==> src/rtl/core_pkg.sv <==
// Shared MIPS core constants: PC geometry, reset vector, bubble word and the
// opcode/funct encodings decoded by controlUnit.
package core_pkg;

  localparam int unsigned PC_W      = 32;
  localparam logic [PC_W-1:0] RESET_PC  = 32'h0000_0000;
  localparam logic [31:0]     NOP_INSTR = 32'h0000_0000;  // sll $0,$0,0

  localparam logic [5:0] OP_RTYPE = 6'h00;
  localparam logic [5:0] OP_J     = 6'h02;
  localparam logic [5:0] OP_JAL   = 6'h03;
  localparam logic [5:0] OP_BEQ   = 6'h04;
  localparam logic [5:0] OP_BNE   = 6'h05;
  localparam logic [5:0] FUNCT_JR = 6'h08;

  function automatic logic [PC_W-1:0] pc_plus4(input logic [PC_W-1:0] pc);
    return pc + PC_W'(4);
  endfunction

endpackage

==> src/rtl/fetch_stage_if.sv <==
// Fetch-stage bus: hazard/redirect controls in, imem port, IF/ID outputs.
interface fetch_stage_if;
  import core_pkg::*;

  logic            stall;
  logic            flush;
  logic            branch_taken;
  logic [PC_W-1:0] branch_target;
  logic            jump;
  logic            jr;
  logic [PC_W-1:0] jr_addr;
  logic [PC_W-1:0] imem_addr;
  logic [31:0]     imem_rdata;
  logic [31:0]     if_id_instr;
  logic [PC_W-1:0] if_id_pc4;
  logic            if_id_valid;
  logic [5:0]      if_id_opcode;
  logic [5:0]      if_id_funct;
  logic [31:0]     fetch_count;

  modport master (
    output stall, flush, branch_taken, branch_target, jump, jr, jr_addr, imem_rdata,
    input  imem_addr, if_id_instr, if_id_pc4, if_id_valid, if_id_opcode, if_id_funct,
           fetch_count
  );

  modport slave (
    input  stall, flush, branch_taken, branch_target, jump, jr, jr_addr, imem_rdata,
    output imem_addr, if_id_instr, if_id_pc4, if_id_valid, if_id_opcode, if_id_funct,
           fetch_count
  );

endinterface

==> src/rtl/fetch_next_pc.sv <==
// Combinational next-PC select: branch > stall > jr > j/jal > sequential.
module fetch_next_pc
  import core_pkg::*;
(
  input  logic [PC_W-1:0] pc_i,
  input  logic            branch_taken_i,
  input  logic [PC_W-1:0] branch_target_i,
  input  logic            stall_i,
  input  logic            jump_i,
  input  logic            jr_i,
  input  logic [PC_W-1:0] jr_addr_i,
  input  logic [3:0]      pc4_hi_i,
  input  logic [25:0]     instr_index_i,
  output logic [PC_W-1:0] next_pc_o
);

  always_comb begin
    next_pc_o = pc_plus4(pc_i);
    // Branch in EX is older than the stalled instruction, so it beats stall.
    if (branch_taken_i) begin
      next_pc_o = branch_target_i;
    end else if (stall_i) begin
      next_pc_o = pc_i;
    end else if (jump_i && jr_i) begin
      next_pc_o = jr_addr_i;
    end else if (jump_i) begin
      next_pc_o = {pc4_hi_i, instr_index_i, 2'b00};
    end
  end

endmodule

==> src/rtl/fetch_stage.sv <==
// Instruction fetch: PC register, IF/ID pipeline register and fetch counter.
module fetch_stage
  import core_pkg::*;
(
  input  logic         clk,
  input  logic         rst,
  fetch_stage_if.slave bus
);

  logic [PC_W-1:0] pc_q, pc_d;
  logic [31:0]     instr_q, instr_d;
  logic [PC_W-1:0] pc4_q, pc4_d;
  logic            valid_q, valid_d;
  logic [31:0]     count_q, count_d;
  logic            squash;

  fetch_next_pc u_next_pc (
    .pc_i            (pc_q),
    .branch_taken_i  (bus.branch_taken),
    .branch_target_i (bus.branch_target),
    .stall_i         (bus.stall),
    .jump_i          (bus.jump),
    .jr_i            (bus.jr),
    .jr_addr_i       (bus.jr_addr),
    .pc4_hi_i        (pc4_q[PC_W-1:PC_W-4]),
    .instr_index_i   (instr_q[25:0]),
    .next_pc_o       (pc_d)
  );

  // A stalled jump stays in ID, so the slot behind it is not yet wrong-path.
  assign squash = bus.branch_taken || bus.flush || (bus.jump && !bus.stall);

  always_comb begin
    instr_d = instr_q;
    pc4_d   = pc4_q;
    valid_d = valid_q;
    count_d = count_q;
    if (squash) begin
      instr_d = NOP_INSTR;
      pc4_d   = '0;
      valid_d = 1'b0;
    end else if (!bus.stall) begin
      instr_d = bus.imem_rdata;
      pc4_d   = pc_plus4(pc_q);
      valid_d = 1'b1;
      count_d = count_q + 32'd1;
    end
  end

  always_ff @(posedge clk) begin
    if (rst) begin
      pc_q    <= RESET_PC;
      instr_q <= NOP_INSTR;
      pc4_q   <= '0;
      valid_q <= 1'b0;
      count_q <= '0;
    end else begin
      pc_q    <= pc_d;
      instr_q <= instr_d;
      pc4_q   <= pc4_d;
      valid_q <= valid_d;
      count_q <= count_d;
    end
  end

  assign bus.imem_addr    = pc_q;
  assign bus.if_id_instr  = instr_q;
  assign bus.if_id_pc4    = pc4_q;
  assign bus.if_id_valid  = valid_q;
  assign bus.if_id_opcode = instr_q[31:26];
  assign bus.if_id_funct  = instr_q[5:0];
  assign bus.fetch_count  = count_q;

endmodule
==> src/flat_wrapper.sv <==
// flat-port wrapper written by rule: the top's interface ports become plain ports
module fetch_stage_flat import core_pkg::*;
  (clk, rst, bus_stall, bus_flush, bus_branch_taken, bus_branch_target, bus_jump, bus_jr, bus_jr_addr, bus_imem_rdata, bus_imem_addr, bus_if_id_instr, bus_if_id_pc4, bus_if_id_valid, bus_if_id_opcode, bus_if_id_funct, bus_fetch_count);
  fetch_stage_if bus_i ();
  input  logic clk;
  input  logic rst;
  input wire logic [$bits(bus_i.stall)-1:0] bus_stall;
  input wire logic [$bits(bus_i.flush)-1:0] bus_flush;
  input wire logic [$bits(bus_i.branch_taken)-1:0] bus_branch_taken;
  input wire logic [$bits(bus_i.branch_target)-1:0] bus_branch_target;
  input wire logic [$bits(bus_i.jump)-1:0] bus_jump;
  input wire logic [$bits(bus_i.jr)-1:0] bus_jr;
  input wire logic [$bits(bus_i.jr_addr)-1:0] bus_jr_addr;
  input wire logic [$bits(bus_i.imem_rdata)-1:0] bus_imem_rdata;
  output wire logic [$bits(bus_i.imem_addr)-1:0] bus_imem_addr;
  output wire logic [$bits(bus_i.if_id_instr)-1:0] bus_if_id_instr;
  output wire logic [$bits(bus_i.if_id_pc4)-1:0] bus_if_id_pc4;
  output wire logic [$bits(bus_i.if_id_valid)-1:0] bus_if_id_valid;
  output wire logic [$bits(bus_i.if_id_opcode)-1:0] bus_if_id_opcode;
  output wire logic [$bits(bus_i.if_id_funct)-1:0] bus_if_id_funct;
  output wire logic [$bits(bus_i.fetch_count)-1:0] bus_fetch_count;
  assign bus_i.stall = bus_stall;
  assign bus_i.flush = bus_flush;
  assign bus_i.branch_taken = bus_branch_taken;
  assign bus_i.branch_target = bus_branch_target;
  assign bus_i.jump = bus_jump;
  assign bus_i.jr = bus_jr;
  assign bus_i.jr_addr = bus_jr_addr;
  assign bus_i.imem_rdata = bus_imem_rdata;
  assign bus_imem_addr = bus_i.imem_addr;
  assign bus_if_id_instr = bus_i.if_id_instr;
  assign bus_if_id_pc4 = bus_i.if_id_pc4;
  assign bus_if_id_valid = bus_i.if_id_valid;
  assign bus_if_id_opcode = bus_i.if_id_opcode;
  assign bus_if_id_funct = bus_i.if_id_funct;
  assign bus_fetch_count = bus_i.fetch_count;
  fetch_stage u_core (.clk(clk), .rst(rst), .bus(bus_i));
endmodule
==> config.mk <==
export PLATFORM = sky130hd
export DESIGN_NAME = fetch_stage_flat
export DESIGN_NICKNAME = d
export VERILOG_FILES = /design/src/rtl/core_pkg.sv /design/src/rtl/fetch_stage_if.sv /design/src/rtl/fetch_next_pc.sv /design/src/rtl/fetch_stage.sv /design/src/flat_wrapper.sv
export SDC_FILE = /design/constraint.sdc
export NUM_CORES = 1
export LEC_CHECK = 0
export CAP_MARGIN = 15
export CORE_MARGIN = 2
export CORE_UTILIZATION = 40
export DETAILED_ROUTE_END_ITERATION = 10
export PLACE_DENSITY = 0.76
export SLEW_MARGIN = 20
export SYNTH_ARGS = -nofsm -noshare
export SYNTH_HDL_FRONTEND = slang
export SYNTH_SLANG_ARGS = --single-unit
==> constraint.sdc <==
create_clock -name clk -period 2 [get_ports clk]
set_clock_uncertainty 0.1 [all_clocks]
set_input_delay 0.4 -clock clk [delete_from_list [all_inputs] [get_ports clk]]
set_output_delay 0.4 -clock clk [all_outputs]
set_load 0.02 [all_outputs]
[Word-level counts from Yosys, hierarchy flattened]
Index checks and enable logic that the tools add are counted.
Storage, ports and cells
  bits in registers: 129
  output and inout port bits: 141
  word-level logic and storage cells: 21
Operators by class
  reductions and logical operators: 7
  bitwise gates (word level): 2
  $add $sub $neg: 2
  muxes and demuxes: 4
  eq/ne operators: 1
Operators by type and width (count)
  $mux W32: 4
  $add A32 B1 Y32 const B: 1
  $add A32 B3 Y32 const B: 1
  $logic_and A1 B1 Y1: 2
  $logic_or A1 B1 Y1: 2
  $ne A2 B1 Y1 const B: 1
  $not A1 Y1: 2
  $reduce_and A2 Y1: 1
  $reduce_or A2 Y1: 1
  $logic_not A1 Y1: 1

[Longest topological paths before layout]
  depth after elaboration: 5
  mapped depth: 8
  depth with buffers taken out: 6

[By module]
A second synthesis with hierarchy kept.
Unflattened totals
  cell total of the unflattened synthesis: 868
  area, all modules: 7274.5 sq um
By module, submodules not included
  fetch_stage: sequential area each 2582.5 sq um, cells each 543, times used 1, area each 5170.0 sq um
  fetch_next_pc: sequential area each 0.0 sq um, cells each 325, times used 1, area each 2104.5 sq um

[Worst setup path before layout]
Ideal clock, no wire load.
  kind: reg-to-reg
  start point: register u_core.pc_q[11] (netlist: u_core.bus.imem_addr[11])
  end point: register u_core.pc_q[20] (netlist: u_core.bus.imem_addr[20])
  setup slack: -0.198 ns
  stages on the path, launching flop included: 7
  data arrival time: 2.039 ns
  path buffers: 1
  cell sequence: dfxtp_1 > clkbuf_2 > nand4_2 > or4_4 > or4_1 > a21oi_1 > o221a_2
Between the ends
  longest elaborated chain between the ends: 5
Ends and longest elaborated chain
  start: declaration: line fetch_stage.sv:10  | logic [PC_W-1:0] pc_q, pc_d;
  start signal: assignment: line fetch_stage.sv:58  | pc_q <= pc_d;
  $add A32 B3 Y32: line core_pkg.sv:17  | return pc + PC_W'(4);
  $mux W32: line fetch_next_pc.sv:26  | end else if (jump_i) begin
  $mux W32: line fetch_next_pc.sv:24  | end else if (jump_i && jr_i) begin
  $mux W32: line fetch_next_pc.sv:22  | end else if (stall_i) begin
  $mux W32: line fetch_next_pc.sv:20  | if (branch_taken_i) begin
Every way passes these cells. The select of a mux whose other input is x is not followed.
A chain may end at the register's enable or synchronous reset.

[Worst setup path after layout]
  start point: register u_core.count_q[2] (netlist: u_core.bus.fetch_count[2])
  end point: output port bus_fetch_count[2]
RTL lines
  start: declaration: line fetch_stage.sv:14  | logic [31:0] count_q, count_d;
  start signal: assignment: line fetch_stage.sv:62  | count_q <= count_d;
  end: declaration: line flat_wrapper.sv:21  | output wire logic [$bits(bus_i.fetch_count)-1:0] bus_fetch_count;
No word-level cell between the ends.

==> impl_results.md <==
* Result of the run: complete, no violations
* Count of TritonRoute iterations in the first routing pass at 5
* Filler cell count at 1308
* Crit Path Class: flop to primary output
* Minimum setup slack among reg-to-reg paths at 0.03 ns
* CP delay by family, top: buffers and inverters
* Total power at 6.698 mW
* Max Freq at 501.4 MHz
* CP required at 1.50 ns
* Sequential-to-total area share from yosys stat at 0.3966
* Worst r2r src: u_core.bus.imem_addr[3]$_SDFFE_PP0P_
* Chip width at ~130 um
* Synthesized area per cell at 8.489 sq um
* Post-route cell area at around 0.010 sq mm
* Met3 capacity usage during global routing at 0.06559
* Commonest non-fill, non-tap cells in the layout: clkdlybuf4s50_1, dfxtp_1, nor2_1
* Via count of the first global-routing pass at 6818
* Critical-path top delay cell: clkdlybuf4s50_1
* Pin count of the biggest net entering global routing at 34
* Internal portion of total power at 4.915 mW
* Layout Utilization at 0.6553
* GRT overflow at 0
* Total net switching power at approximately 1.8 mW
* Max Cap Violations at 0
* Non-filler instance count after layout at 1286
* RSZ-0062 raised after global routing: yes
* Final period utilization at 0.9973
* Mapped Nets at 872
* Global-route wire length before repair at approximately 36 mm
* DPL Wire Length at ~17 mm
* Die area at 0.01731 sq mm
* Count of final setup violators at 0
* Layout cell share with drive strength beyond 1 at 0.1684
* Leading cell type in the layout, fill and taps excluded: clkdlybuf4s50_1
* Rel. slew slack at 0.7022
* Placer congestion estimate at 0.9178
* WL per Instance at roughly 18 um
* Dominant synthesized flop cell: dfxtp_1
* Area added between synthesis and finish at 59.88%
* Startpoint Class: flop
* Fraction of registers with async set/reset at 0
* Crit. Startpoint: u_core.bus.fetch_count[2]$_SDFFE_PP0P_
* Count of antenna-violating nets left after detailed routing at 0
* Worst vdd ir at between 0.6 and 0.7 mV
* Vertical die dimension at about 130 um
* Worst-case clock buffer depth at 2
* Slew Limit Fails at 0
* Count of routing violations after the opening detailed-route iteration at 527
* Setup TNS at 0 ns
* Post-synth EDFFs at 0
* Number of distinct library cells after synthesis at 56
* Grt met1 use at 0.3287
* Clock transition at the register clock pins on the worst setup and hold paths after CTS at 0.06 ns
* Initial antenna violation count at 2
* Data arrival time of the critical path at 1.49 ns
* Post-synthesis instance area at around 0.0065 sq mm
* Fraction of power spent switching nets at 0.2662
* Buffers and inverters on the worst path at 1
* Clock tree from TritonCTS: done
* Sinks on Clock Net at 129
* Cell count after synthesis at 767
* Static leakage at 4.415 nW
* Overall routing resource usage at 0.2606
* End of the critical path: bus_fetch_count[2]
* Placed instance area at 0.009716 sq mm
* Clock Tree Root: clkbuf_16
* Routed wire length at 23.05 mm
* Most utilized layer in the global route result: met2
* Endpoint of the worst-slack reg-to-reg timing path: u_core.bus.imem_addr[31]$_SDFFE_PP0P_
* Count of pins on the block boundary at 244
* Number of H-tree levels at 4
* Minimum period implied by the final worst setup slack at 1.995 ns
* Total of buffers placed on input and output ports at 243
* Core Footprint at 0.01589 sq mm
* Worst path cell trace: clkdlybuf4s50_1
* Initial core utilization at 0.4099
* Final hold violation count at 0
* Count of standard-cell rows at 46
* Yosys warning total at 0
* Number of CTS-inserted buffers at 17
* Clock latency of the later-clocked register in the worst-skew pair at 0.42 ns
* Final #Nets at 1161
* CP Depth at 1
* GR Layer Usage met2 at 0.4156
* Max Fanout on Critical Path at 4
* Routed vias/inst at 5.379
* Total instance count after detailed placement at 1250
* Largest stage delay on the critical path at 0.65 ns
* Vias at 6917
* Combinational Power Share at 0.168
* DR DRC count at 0
* Synthesis-stage register bit count at 129
* Slew at the pin with the worst max-slew slack at approximately 0.44 ns
* FF-to-FF path depth at 6
* Worst setup EP type: primary output
* Power Density at approximately 640 mW/mm^2
* Clock share of power at 0.426
* Hold WC Path Type: input port to flop
* Part of the power in registers at 0.406
==> state kept, by name, summed over array words and instances (netlist names) <==
signal and flops:
u_core.bus.if_id_pc4 32, u_core.bus.if_id_valid 1, u_core.bus.imem_addr 32, u_core.bus.if_id_instr 32, u_core.bus.fetch_count 32
==> power by group through the flow <==
stage | clock network, mW | logic, mW | registers (mW)
after detailed placement | 0 | 1.12 | 2.77
after global routing | 3.01 | 1.20 | 2.73
after CTS | 2.88 | 1.11 | 2.71
after floorplan | 0 | 0.424 | 2.86
final | 2.85 | 1.13 | 2.72
after global placement | 0 | 1.11 | 2.76
==> cells by family after synthesis <==
family / Yosys count / synth area share
DFF: 129 / 0.3966
and+or+nand+nor: 278 / 0.2116
AOI/OAI and AO/OA: 153 / 0.1556
xor gates and xnor gates: 52 / 0.06995
muxes: 66 / 0.1034
buffers and inverters: 87 / 0.05899
adders and majority gates: 2 / 0.003843
==> synth_stat cells, types with 11 or more instances <==
cell type | count | area share
a21oi_1 | 51 | 0.039
or3_1 | 11 | 0.011
dfxtp_1 | 129 | 0.40
mux2i_1 | 56 | 0.086
nor2_1 | 112 | 0.065
buf_4 | 12 | 0.014
nand4_1 | 19 | 0.018
a211oi_1 | 38 | 0.044
nand2_1 | 41 | 0.024
clkbuf_1 | 47 | 0.027
inv_1 | 14 | 0.0081
and3_1 | 12 | 0.012
o21ai_0 | 19 | 0.015
and4_1 | 12 | 0.016
nand3_1 | 27 | 0.021
xor2_1 | 33 | 0.044
xnor2_1 | 19 | 0.026
==> stage by stage <==
stage | hold slack, ns | setup slack, ns
floorplan | 0.4264 | -0.08734
global placement | 0.3394 | -0.4089
detailed placement | 0.3416 | -0.4619
CTS | 0.3194 | 0.003995
global route | 0.3406 | -0.02950
finish | 0.3291 | 0.005488
==> cell type report <==
cell class                      instances  area (sq um)  area share
Clock buffer                           22         484.2     0.04651
Tap cell                              216         270.3     0.02596
Inverter                               15         56.30    0.005409
Sequential cell                       129          2597      0.2495
Multi-Input combinational cell        551          3667      0.3523
Clock inverter                         10         60.06    0.005769
Antenna cell                            1         2.502   0.0002404
Timing Repair Buffer                  342          3272      0.3143
==> worst min-delay path by stage <==
| stage | endpoint | depth (start not counted) | slack (ns) | start |
|---|---|---|---|---|
| after global placement | u_core.bus.if_id_valid$_SDFFE_PP0N_ | 2 | 0.34 | u_core.bus.if_id_valid$_SDFFE_PP0N_ |
| after CTS | u_core.bus.imem_addr[6]$_SDFFE_PP0P_ | 3 | 0.32 | rst |
| after floorplan | u_core.bus.if_id_valid$_SDFFE_PP0N_ | 2 | 0.43 | u_core.bus.if_id_valid$_SDFFE_PP0N_ |
| after detailed placement | u_core.bus.if_id_valid$_SDFFE_PP0N_ | 2 | 0.34 | u_core.bus.if_id_valid$_SDFFE_PP0N_ |
| after global routing | u_core.bus.imem_addr[1]$_SDFFE_PP0P_ | 3 | 0.34 | rst |
| final | u_core.bus.imem_addr[21]$_SDFFE_PP0P_ | 3 | 0.33 | rst |
==> per-layer routing <==
| metal | up-vias | wire length, um |
|---|---|---|
| li1 | 3315 | - |
| met1 | 3220 | 9511 |
| met2 | 323 | 10720 |
| met3 | 57 | 1949 |
| met4 | 2 | 855 |
| met5 | - | 11 |
==> what timing repair did <==
item                                    CTS  global route
setup buffers                             0             3
hold buffers                              0             0
pin swaps                                 0            15
gates resized for setup                  27            43
endpoints found under the setup margin   29            44
Note: power is estimated with default switching activity, not from simulation.
